<file path="config.mk">
export PLATFORM = sky130hd
export DESIGN_NAME = neuron_operand_loader
export DESIGN_NICKNAME = d
export VERILOG_FILES = /design/src/rtl/nn_pkg.sv /design/src/rtl/neuron_operand_loader.sv
export SDC_FILE = /design/constraint.sdc
export NUM_CORES = 1
export LEC_CHECK = 0
export CAP_MARGIN = 20
export CORE_MARGIN = 2
export CORE_UTILIZATION = 50
export DETAILED_ROUTE_END_ITERATION = 16
export DONT_BUFFER_PORTS = 1
export PLACE_DENSITY = 0.68
export SLEW_MARGIN = 20
export SYNTH_ARGS = -nofsm -noshare
export SYNTH_HDL_FRONTEND = slang
export SYNTH_SLANG_ARGS = --single-unit
</file>
<file path="constraint.sdc">
create_clock -name clk -period 2.3 [get_ports clk]
set_input_delay 0.46 -clock clk [delete_from_list [all_inputs] [get_ports clk]]
set_output_delay 0.46 -clock clk [all_outputs]
set_load 0.02 [all_outputs]
</file>
<file path="src/rtl/nn_pkg.sv">
// nn_pkg -- constants and types shared by the neuron datapath and the
// operand loader that feeds it.
//   NN_N_IN      : activations / weights per neuron frame
//   NN_DW        : operand byte width (signed two's complement)
//   ldr_state_e  : operand loader FSM state encoding
package nn_pkg;

  localparam int NN_N_IN = 8;
  localparam int NN_DW   = 8;

  typedef enum logic [1:0] {
    LOAD_X = 2'd0,
    LOAD_W = 2'd1,
    LOAD_B = 2'd2,
    HOLD   = 2'd3
  } ldr_state_e;

  // Width of an index that counts 0..n-1, never narrower than one bit.
  function automatic int idx_width(input int n);
    return (n > 1) ? $clog2(n) : 1;
  endfunction

endpackage : nn_pkg

</file>
<file path="src/rtl/neuron_operand_loader.sv">
// neuron_operand_loader -- deserialises a byte stream into the operand set
// of one neuron: x1..xN_IN, w1..wN_IN, bias.  A frame with x_only=1 on its
// last x byte reuses the stored weights and bias, provided they are valid.
// Ports:
//   clk, rst_n        : clock, asynchronous active-low reset
//   in_data/in_valid  : serial operand byte and its qualifier
//   in_ready          : loader accepts a byte this cycle (registered)
//   x_only            : frame reuses weights/bias; sampled with last x byte
//   flush             : synchronous abort of the current frame
//   x_vec/w_vec/bias  : operand outputs, element 1 in the low byte
//   out_valid         : complete operand set presented (HOLD state)
//   out_ready         : downstream has consumed the set
module neuron_operand_loader
  import nn_pkg::*;
#(
  parameter int N_IN = NN_N_IN,
  parameter int DW   = NN_DW
) (
  input  logic               clk,
  input  logic               rst_n,
  input  logic [DW-1:0]      in_data,
  input  logic               in_valid,
  output logic               in_ready,
  input  logic               x_only,
  input  logic               flush,
  output logic [N_IN*DW-1:0] x_vec,
  output logic [N_IN*DW-1:0] w_vec,
  output logic [DW-1:0]      bias,
  output logic               out_valid,
  input  logic               out_ready
);

  localparam int              IDX_W    = idx_width(N_IN);
  localparam logic [IDX_W-1:0] IDX_LAST = IDX_W'(N_IN - 1);
  localparam logic [IDX_W-1:0] IDX_ZERO = IDX_W'(0);
  localparam logic [IDX_W-1:0] IDX_ONE  = IDX_W'(1);

  ldr_state_e          state_r;
  ldr_state_e          state_n_s;
  logic [IDX_W-1:0]    idx_r;
  logic [IDX_W-1:0]    idx_n_s;
  logic                wts_valid_r;
  logic                wts_valid_n_s;
  logic                in_ready_r;
  logic                out_valid_r;
  logic [N_IN*DW-1:0]  x_vec_r;
  logic [N_IN*DW-1:0]  w_vec_r;
  logic [DW-1:0]       bias_r;
  logic                accept_s;
  logic                last_idx_s;

  // A byte is taken only on a handshake; a byte offered with flush is dropped.
  assign accept_s   = in_valid & in_ready_r & ~flush;
  assign last_idx_s = (idx_r == IDX_LAST);

  assign in_ready  = in_ready_r;
  assign out_valid = out_valid_r;
  assign x_vec     = x_vec_r;
  assign w_vec     = w_vec_r;
  assign bias      = bias_r;

  // Next-state, index and weight-valid logic.
  always_comb begin
    state_n_s     = state_r;
    idx_n_s       = idx_r;
    wts_valid_n_s = wts_valid_r;
    if (flush) begin
      state_n_s     = LOAD_X;
      idx_n_s       = IDX_ZERO;
      wts_valid_n_s = 1'b0;
    end else begin
      case (state_r)
        LOAD_X: begin
          if (accept_s) begin
            if (last_idx_s) begin
              idx_n_s = IDX_ZERO;
              // Weight reuse only makes sense once a full set has been loaded.
              if (x_only && wts_valid_r) begin
                state_n_s = HOLD;
              end else begin
                state_n_s = LOAD_W;
              end
            end else begin
              idx_n_s = idx_r + IDX_ONE;
            end
          end else begin
            idx_n_s = idx_r;
          end
        end
        LOAD_W: begin
          if (accept_s) begin
            if (last_idx_s) begin
              idx_n_s   = IDX_ZERO;
              state_n_s = LOAD_B;
            end else begin
              idx_n_s = idx_r + IDX_ONE;
            end
          end else begin
            idx_n_s = idx_r;
          end
        end
        LOAD_B: begin
          if (accept_s) begin
            state_n_s     = HOLD;
            wts_valid_n_s = 1'b1;
          end else begin
            state_n_s = LOAD_B;
          end
        end
        HOLD: begin
          // out_valid is always 1 in HOLD, so out_ready alone completes it.
          if (out_ready) begin
            state_n_s = LOAD_X;
            idx_n_s   = IDX_ZERO;
          end else begin
            state_n_s = HOLD;
          end
        end
        default: begin
          state_n_s     = LOAD_X;
          idx_n_s       = IDX_ZERO;
          wts_valid_n_s = 1'b0;
        end
      endcase
    end
  end

  // State, index and handshake registers; both handshakes follow the next state.
  always_ff @(posedge clk or negedge rst_n) begin
    if (!rst_n) begin
      state_r     <= LOAD_X;
      idx_r       <= IDX_ZERO;
      wts_valid_r <= 1'b0;
      in_ready_r  <= 1'b0;
      out_valid_r <= 1'b0;
    end else begin
      state_r     <= state_n_s;
      idx_r       <= idx_n_s;
      wts_valid_r <= wts_valid_n_s;
      in_ready_r  <= (state_n_s != HOLD);
      out_valid_r <= (state_n_s == HOLD);
    end
  end

  // Operand registers: write the accepted byte into the lane picked by state and index.
  always_ff @(posedge clk or negedge rst_n) begin
    if (!rst_n) begin
      x_vec_r <= '0;
      w_vec_r <= '0;
      bias_r  <= '0;
    end else if (accept_s) begin
      case (state_r)
        LOAD_X:  x_vec_r[int'(idx_r)*DW +: DW] <= in_data;
        LOAD_W:  w_vec_r[int'(idx_r)*DW +: DW] <= in_data;
        LOAD_B:  bias_r <= in_data;
        default: bias_r <= bias_r;
      endcase
    end
  end

endmodule : neuron_operand_loader

</file>
Word level (Yosys, flattened, before mapping). Cells that the tools add are included.

Word-level logic and storage cells: 53. Bits in writable memories: 0. Memories kept: 0. Latch bits: 0. Flip-flop bits (word level): 144. ROM bits: 0. Bits of input ports: 14.

Divide/modulo/power cells: 0. Bitwise logic cells: 3. $lt $le $gt $ge: 0. Reduce and logical (&&, ||, !) cells: 11. Add/sub/neg operators: 2. Equal/unequal tests: 8. $mul: 0. Muxes and demuxes: 19. Shift-type cells: 2.

Operators by type and width (count): 64-bit bitwise mux (2); 8-bit by 33-bit variable shift with 64-bit output (first input constant) (1); 8-bit by 33-bit variable part select with 64-bit output (1); 6-bit negator with 33-bit output (1); 2-bit 2-to-1 mux (7); 3-bit 2-to-1 mux (4); 2-bit one-hot mux with 4 select lines (1); 2-bit AND reduction (4); 2-bit equality test (second input constant) (3); 3-bit one-hot mux with 2 select lines (1); 1-bit 2-to-1 mux (4); 2-bit nonzero test (2); 3-bit by 1-bit adder with 3-bit output (second input constant) (1); 3-bit equality test (second input constant) (1); 3-bit by 1-bit inequality test with 1-bit output (second input constant) (1); 3-bit inequality test (second input constant) (1); 3-bit AND reduction (1); 3-bit nonzero test (1); 1-bit bitwise AND (2); 2-bit by 1-bit equality test with 1-bit output (second input constant) (1); 2-bit zero test (1); 2-bit inequality test (second input constant) (1); 2-bit OR reduction (1); 1-bit logical AND (1); 1-bit inverter (1).

Logic depth before layout (Yosys ltp). Gate-level depths: netlist of run 1.

Depth in word-level cells: 7. Gate-level depth with buffers: 9.

Worst setup path after synthesis of run 1. No wires, ideal clock.

Path type: register to register. Start point: register idx_r[0]. End point: register x_vec_r[32], in the netlist x_vec[32]. Stages on the path, launching flop included: 9. Path buffers: 2. Slack: -0.008 ns. Arrival time: 2.183 ns. Cell sequence: dfrtp_1 > buf_6 > inv_1 > ha_1 > ha_1 > clkbuf_1 > nor4b_1 > nor4b_4 > mux2_2.

Word-level cells in the longest chain between the ends: 3. Elaborated cells between the ends (all ways): 4. Classes of those cells: add/sub: 1; shift: 2; mux: 1.

Ends and longest elaborated chain: from (decl) (line neuron_operand_loader.sv:40) `logic [IDX_W-1:0] idx_r;`; from (signal assigned) (line neuron_operand_loader.sv:138) `idx_r <= idx_n_s;`; 6-bit negator with 33-bit output * (line neuron_operand_loader.sv:153) `LOAD_X: x_vec_r[int'(idx_r)*DW +: DW] <= in_data;`; 8-bit by 33-bit variable part select with 64-bit output / 8-bit by 33-bit variable shift with 64-bit output (equally long branches) (line neuron_operand_loader.sv:153); 64-bit bitwise mux * (line neuron_operand_loader.sv:153); to (signal, indexed assignment) (line neuron_operand_loader.sv:153); to (decl) (line neuron_operand_loader.sv:46) `logic [N_IN*DW-1:0] x_vec_r;`.

Every way passes the cells marked *; elsewhere a longest branch is shown, timed or not. A chain may end at the register's enable or synchronous reset.

Worst setup path after layout of run 1.
Start point: register idx_r[0]. End point: register w_vec_r[7], in the netlist w_vec[7].

Word-level cells in the longest chain between the ends: 3. Elaborated cells between the ends (all ways): 4. Classes of those cells: add/sub: 1; shift: 2; mux: 1.

Ends and longest elaborated chain: 6-bit negator with 33-bit output * (line neuron_operand_loader.sv:154) `LOAD_W: w_vec_r[int'(idx_r)*DW +: DW] <= in_data;`; 8-bit by 33-bit variable part select with 64-bit output / 8-bit by 33-bit variable shift with 64-bit output (equally long branches) (line neuron_operand_loader.sv:154); 64-bit bitwise mux * (line neuron_operand_loader.sv:154); to (signal, indexed assignment) (line neuron_operand_loader.sv:154); to (decl) (line neuron_operand_loader.sv:47) `logic [N_IN*DW-1:0] w_vec_r;`.

Marks and branches as above.

==> results of run 1 <==
[per-layer routing]
metal	global-route usage, %	vias to the layer above	wire, µm	share of wire, %
met5	0	-	0	0
met4	10.9	0	353	2.7
met3	7.50	23	1100	8.4
met2	31.9	121	6180	47
met1	28.3	1712	5560	42
li1	-	1465	-	-
[final timing paths]
| kind | from | endpoint | slack, ns | cells past startpoint |
|---|---|---|---|---|
| max in group asynchronous | rst_n | x_vec[9]$_DFFE_PN0P_ | 2.37 | 0 |
| hold / removal | rst_n | w_vec[52]$_DFFE_PN0P_ | -0.27 | 0 |
| hold reg to reg | wts_valid_r$_DFFE_PN0P_ | wts_valid_r$_DFFE_PN0P_ | 0.48 | 1 |
| setup reg to reg | idx_r[0]$_DFFE_PN0P_ | w_vec[7]$_DFFE_PN0P_ | 0.06 | 6 |
| setup / recovery | idx_r[0]$_DFFE_PN0P_ | w_vec[7]$_DFFE_PN0P_ | 0.06 | 6 |
| min in group clk | flush | state_r[1]$_DFF_PN0_ | 0.10 | 1 |
[worst reg2reg max path, stage by stage, from the launching register on]
cell and delay (ns):
dfrtp_1 0.34, inv_1 0.09, ha_4 0.17, ha_1 0.35, nand2b_1 0.22, or4_4 0.62, mux2_4 0.34
[through the flow]
| step | util [%] | hold WS [ns] |
|---|---|---|
| 5_1_grt | 60.4 | -0.286 |
| 2_1_floorplan | - | 0.164 |
| 6_report | 60.4 | -0.274 |
| 3_3_place_gp | 54.4 | 0.168 |
| 3_5_place_dp | 54.4 | 0.167 |
| 4_1_cts | 60.2 | -0.292 |
[power groups by stage]
stage          Sequential (mW)  Clock, mW  Combinational [mW]
2_1_floorplan             2.85          0               0.204
3_3_place_gp              2.86          0               0.260
3_5_place_dp              2.87          0               0.271
4_1_cts                   2.82       3.12               0.271
5_1_grt                   2.83       3.19               0.298
6_report                  2.82       3.05               0.273
[state kept, by name, indices dropped and copies added (netlist names)]
signal and flops:
bias 8, idx_r 3, in_ready 1, out_valid 1, state_r 2, w_vec 64, wts_valid_r 1, x_vec 64
[final cells by class]
cell class,count,area [µm²]
multi-input cells,225,2220
repair buffers,25,225
clock buffers,22,484
flip-flops and latches,144,3600
fillers,880,4550
clock inverters,10,180
well taps,143,179
inverters,8,30.0
[layout by cell type, fill, tap and decap left out, drive strengths merged, types with 2 or more instances in the layout]
master and count:
dfrtp 144, mux2 137, nor2 25, buf 25
clkbuf 22, nand2b 9, inv 8, and4 6
nand4 6, ha 6, bufinv 5, nor2b 4
nor3 4, clkinv 3, a31oi 2, a21o 2
nand4b 2, or4 2, a22o 2, clkinvlp 2
nor4b 2
[timing repair]
item | in CTS | in global routing
gates resized for setup | 0 | 1
hold endpoints to repair | 144 | 144
endpoints found under the setup margin | 0 | 15
buffers inserted | 0 | 1
[synth_stat cells]
cell / number / area, µm²
a211oi_1: 1 / 7.51
a21o_1: 2 / 15.0
a22o_1: 2 / 17.5
a22oi_1: 1 / 7.51
a311oi_1: 1 / 8.76
a31oi_1: 2 / 12.5
and3_1: 1 / 6.26
and3b_1: 1 / 8.76
and4_1: 6 / 52.6
and4b_1: 1 / 10.0
and4bb_2: 1 / 12.5
buf_1: 2 / 7.51
buf_2: 3 / 15.0
buf_6: 2 / 22.5
clkbuf_1: 8 / 30.0
clkbuf_2: 1 / 5.00
dfrtp_1: 144 / 3600
ha_1: 6 / 75.1
inv_1: 8 / 30.0
mux2_2: 129 / 1450
mux2_4: 8 / 120
nand2_1: 1 / 3.75
nand2b_1: 9 / 56.3
nand3_1: 1 / 5.00
nand3b_1: 1 / 7.51
nand4_1: 6 / 37.5
nand4b_1: 2 / 17.5
nand4bb_2: 1 / 16.3
nor2_1: 25 / 93.8
nor2b_1: 4 / 25.0
nor3_1: 3 / 15.0
nor3_2: 1 / 10.0
nor4_4: 1 / 21.3
nor4b_1: 1 / 8.76
nor4b_4: 1 / 23.8
o21a_1: 1 / 7.51
o31a_1: 1 / 8.76
or2b_1: 1 / 7.51
or3_1: 1 / 6.26
or4_4: 2 / 22.5
[kinds of logic after synthesis]
| kind of cell | after synthesis | synth area share, % |
|---|---|---|
| multiplexers | 137 | 26.6 |
| AND/OR/NAND/NOR | 71 | 7.91 |
| flip-flops | 144 | 60.9 |
| adder cells (fa/ha/maj) | 6 | 1.27 |
| AO/OA/AOI/OAI | 11 | 1.44 |
| buffers and inverters | 24 | 1.86 |
==> out/results.ini, run 1 <==
[outcome]
status = complete, but fails checks
violations = hold timing

[worst_setup_path]
cp_top_family = simple AND/OR/NAND/NOR gates
cpMaxStageDelayCell = or4_4
worstPathMaxFanout = 8
path_class = register to register
worstPathCellList = inv_1 > ha_4 > ha_1 > nand2b_1 > or4_4 > mux2_4
crit_path_start_kind = register
cp_num_buf_inv = 1
worstPathRequired_ns = 2.60
critPathArrivalTime_ns = 2.54
slowest_delay_ns = 0.62
setup.worst_path.end_class = register

[timing]
grt_setup_unrepaired = no
worstMarginPinSlew_ns = 0.501
maxSlewViolCount = 0
setup_viol = 0
post-route-period-util_pct = 97.5
slew_headroom_pct = 66.4
period_needed_ns = 2.24
finClkSkew_ns = 0.00986
whs_ns = -0.274
hold_violations = 144
timing.final.ws_setup_ns = 0.0569
timing.fmax_mhz = 446
final.setup.tns_ns = 0

[power]
p_int_mw = 4.80
pwr-share-seq_pct = 45.9
p_sw_mw = 1.34
peakVddDrop_uv = 533
power_switching_share_pct = 21.9
p_total_mw = 6.14
power.density_mw_per_mm2 = 888
p_leak_nw = 3.47
combPwrFrac_pct = 4.4
clock_power_share_pct = 49.7

[route]
wl_um = 13200
drc = 0
drt-pass1-iter-count = 4
routed_via_density = 5.76
drtAntennaViolNets = 0
drt_iter0_markers = 145
wl_per_cell_um = 22.9
num_vias = 3321

[clock_network]
cts-root-buf = clkbuf_16
clk_pin_slew_worst_paths_ns = 0.06
clk_latency_ns = 0.42
htreeDepth = 4
cts_tree = built
cts_buffer_depth = 2
numCtsBuffers = 17
cts_sinks = 144

[floorplan]
fp.dieH_um = 113
dieArea_mm2 = 0.0127
row_count = 39
die_w_um = 113
ios = 152
coreArea_mm2 = 0.0115
initial_core_util_pct = 51.6

[logic_synthesis]
yosysWarnings = 0
ys_ff_latch = 144
syn_area_mm2 = 0.00591
synth_cells = 393
syn-num-nets = 413
synth.avg_cell_area_um2 = 15.0
synth_cell_types = 40
yosysSeqAreaShare_pct = 60.9

[cells_and_area]
area_growth_pct = 17.0
diodes = 0
fin_area_mm2 = 0.00692
fin_nets = 441
layout-drive-gt1-share_pct = 46.5
fin_cells = 577

[grt]
grt_antenna_before_repair = 0
overflow = 0
grtUsageTotal_pct = 21.5
grt_max_degree = 145
grt_pass1_wl_um = 20500
first_global_vias = 3504

[worst_hold_path]
hold_class = input port to asynchronous set/reset pin

[place]
placed_area_mm2 = 0.00624
portBuffers = 0
finalWeightedCongestion = 0.901
place_hpwl_um = 8880
pre_cts_slack_ns = 0.0335
dp_cells = 544

[job]
cap_violations = 0

Power figures use the tool's default switching activity.
==> inputs of run 2 (changes only) <==
--- a/config.mk
+++ b/config.mk
@@ -6,7 +6,6 @@
 export NUM_CORES = 1
 export LEC_CHECK = 0
 export CAP_MARGIN = 20
-export CORE_MARGIN = 2
 export CORE_UTILIZATION = 50
 export DETAILED_ROUTE_END_ITERATION = 16
 export DONT_BUFFER_PORTS = 1
==> run 2 against run 1 <==
Critical endpoint is now w_vec[6]$_DFFE_PN0P_. Critical path depth is 1 lower. First-iteration DRC count is 19% higher. Critical path type unchanged. Largest cell class unchanged. Via count is 0.63% higher. The run still ends with hold timing left. Clock power is 6.6% lower. Clock skew is 0.0031 ns lower.
==> out/results.ini, run 2 (synthesis gave the netlist of run 1 again) <==
[floorplan]
initial_core_util_pct = 51.6
die_w_um = 111
row_count = 39
fp.dieH_um = 111
coreArea_mm2 = 0.0115
dieArea_mm2 = 0.0123
ios = 152

[route]
num_vias = 3342
wl_um = 12900
drc = 0
drt_iter0_markers = 172
drtAntennaViolNets = 0
wl_per_cell_um = 22.4
drt-pass1-iter-count = 4
routed_via_density = 5.80

[worst_setup_path]
crit_path_start_kind = register
worstPathRequired_ns = 2.59
r2r_cells = 5
worstPathMaxFanout = 8
crit_path_frequent_cell = or4_4
cpMaxStageDelayCell = or4_4
reg2reg_slack_ns = 0.13
r2r-start = idx_r[0]$_DFFE_PN0P_
critPathArrivalTime_ns = 2.46
r2r-end = w_vec[6]$_DFFE_PN0P_
slowest_delay_ns = 0.55
worstPathCellList = inv_1 > ha_4 > or4_4 > or4_4 > mux2_4
cp_num_buf_inv = 1
path_class = register to register
setup.worst_path.end_class = register
cp_top_family = simple AND/OR/NAND/NOR gates

[grt]
grt_max_degree = 145
grt_pass1_wl_um = 20600
grt_antenna_before_repair = 0
grtUsageTotal_pct = 22.0
first_global_vias = 3611
overflow = 0

[cells_and_area]
area_growth_pct = 15.7
fin_nets = 440
layout_common_cells = dfrtp_1 (144), mux2_2 (129), nor2_1 (25), buf_4 (23), clkbuf_16 (17)
fillers = 875
layout_commonest_cell = dfrtp_1
layout-drive-gt1-share_pct = 46.7
diodes = 0

[power]
p_sw_mw = 1.42
peakVddDrop_uv = 867
p_leak_nw = 3.43
pwr-share-seq_pct = 47.4
p_int_mw = 4.52
power_switching_share_pct = 23.9
clock_power_share_pct = 48.0
power.density_mw_per_mm2 = 868
combPwrFrac_pct = 4.6

[clock_network]
clk_pin_slew_worst_paths_ns = 0.06
numCtsBuffers = 17
cts_buffer_depth = 2
cts_sinks = 144
cts_tree = built
clk_latency_ns = 0.41
htreeDepth = 4
cts-root-buf = clkbuf_16

[place]
finalWeightedCongestion = 0.767
place_hpwl_um = 8590
pre_cts_slack_ns = 0.0973
portBuffers = 0

[timing]
slew_headroom_pct = 60.7
hold_violations = 144
timing.fmax_mhz = 461
grt_setup_unrepaired = no
period_needed_ns = 2.17
whs_ns = -0.254
finClkSkew_ns = 0.00679
final.setup.tns_ns = 0
maxSlewViolCount = 0
timing.final.ws_setup_ns = 0.130
setup_viol = 0
post-route-period-util_pct = 94.4
worstMarginPinSlew_ns = 0.586

[outcome]
status = complete, but fails checks
violations = hold timing

[worst_hold_path]
hold_class = input port to asynchronous set/reset pin

[job]
cap_violations = 0

-- run 2: cell count changes in the layout (fill, tap and decap cells not counted) --
cell / before / now
buf_12: 3 / 1
inv_6: 0 / 4
buf_4: 22 / 23
clkinv_2: 3 / 1
clkinv_4: 0 / 4
bufinv_16: 5 / 3
clkbuf_8: 4 / 1
clkbuf_1: 1 / 0
-- run 2: through the flow --
| step | power (mW) | utilization [%] | cells | hold WS, ns | instance area, µm² |
|---|---|---|---|---|---|
| 3_3_place_gp | 3.13 | 54.2 | 543 | 0.167 | 6210 |
| 3_5_place_dp | 3.14 | 54.2 | 543 | 0.168 | 6210 |
| 4_1_cts | 6.00 | 59.6 | 575 | -0.268 | 6830 |
| 5_1_grt | 6.14 | 59.7 | 576 | -0.277 | 6840 |
| 2_1_floorplan | 3.05 | - | 393 | 0.164 | 5930 |
| 6_report | 5.94 | 59.7 | 576 | -0.254 | 6840 |
-- run 2: layer usage --
layer,track usage [%],vias up,wire [µm]
met5,0,-,0
met4,5.60,0,142
met3,8.15,14,1090
met2,35.0,115,6130
met1,28.5,1748,5540
li1,-,1465,-
-- run 2: power by group through the flow --
stage	combinational (mW)	clock, mW	sequential, mW
2_1_floorplan	0.204	0	2.85
3_3_place_gp	0.262	0	2.86
3_5_place_dp	0.271	0	2.87
4_1_cts	0.272	2.91	2.82
5_1_grt	0.299	3.01	2.83
6_report	0.271	2.85	2.82
-- run 2: worst register-to-register path: stages (launching register included) --
cell,delay [ns]
dfrtp_1,0.37
inv_1,0.12
ha_4,0.24
or4_4,0.44
or4_4,0.55
mux2_4,0.34
-- run 2: repair_timing --
action	4_1_cts	5_1_grt
gates resized for setup	0	1
hold endpoints to repair	144	144
setup buffers	0	1
setup endpoints to repair	0	16
-- run 2: how the worst max path moves through the flow --
stage,start,endpoint,slack [ns],cells after the start
floorplan,idx_r[0]$_DFFE_PN0P_,x_vec[32]$_DFFE_PN0P_,0.01,7
global route,idx_r[0]$_DFFE_PN0P_,x_vec[34]$_DFFE_PN0P_,0.05,7
detailed placement,idx_r[0]$_DFFE_PN0P_,x_vec[35]$_DFFE_PN0P_,0.1,7
CTS,idx_r[0]$_DFFE_PN0P_,x_vec[35]$_DFFE_PN0P_,0.06,7
global placement,idx_r[0]$_DFFE_PN0P_,x_vec[32]$_DFFE_PN0P_,0.13,7
finish,idx_r[0]$_DFFE_PN0P_,w_vec[6]$_DFFE_PN0P_,0.13,5
-- run 2: cell type report --
type	count	area [µm²]	share of cell area (%)
clock inverters	14	180	2.63
flip-flops and latches	144	3600	52.7
clock buffers	18	439	6.42
inverters	8	30.0	0.439
repair buffers	24	193	2.82
multi-input cells	225	2220	32.4
well taps	143	179	2.61
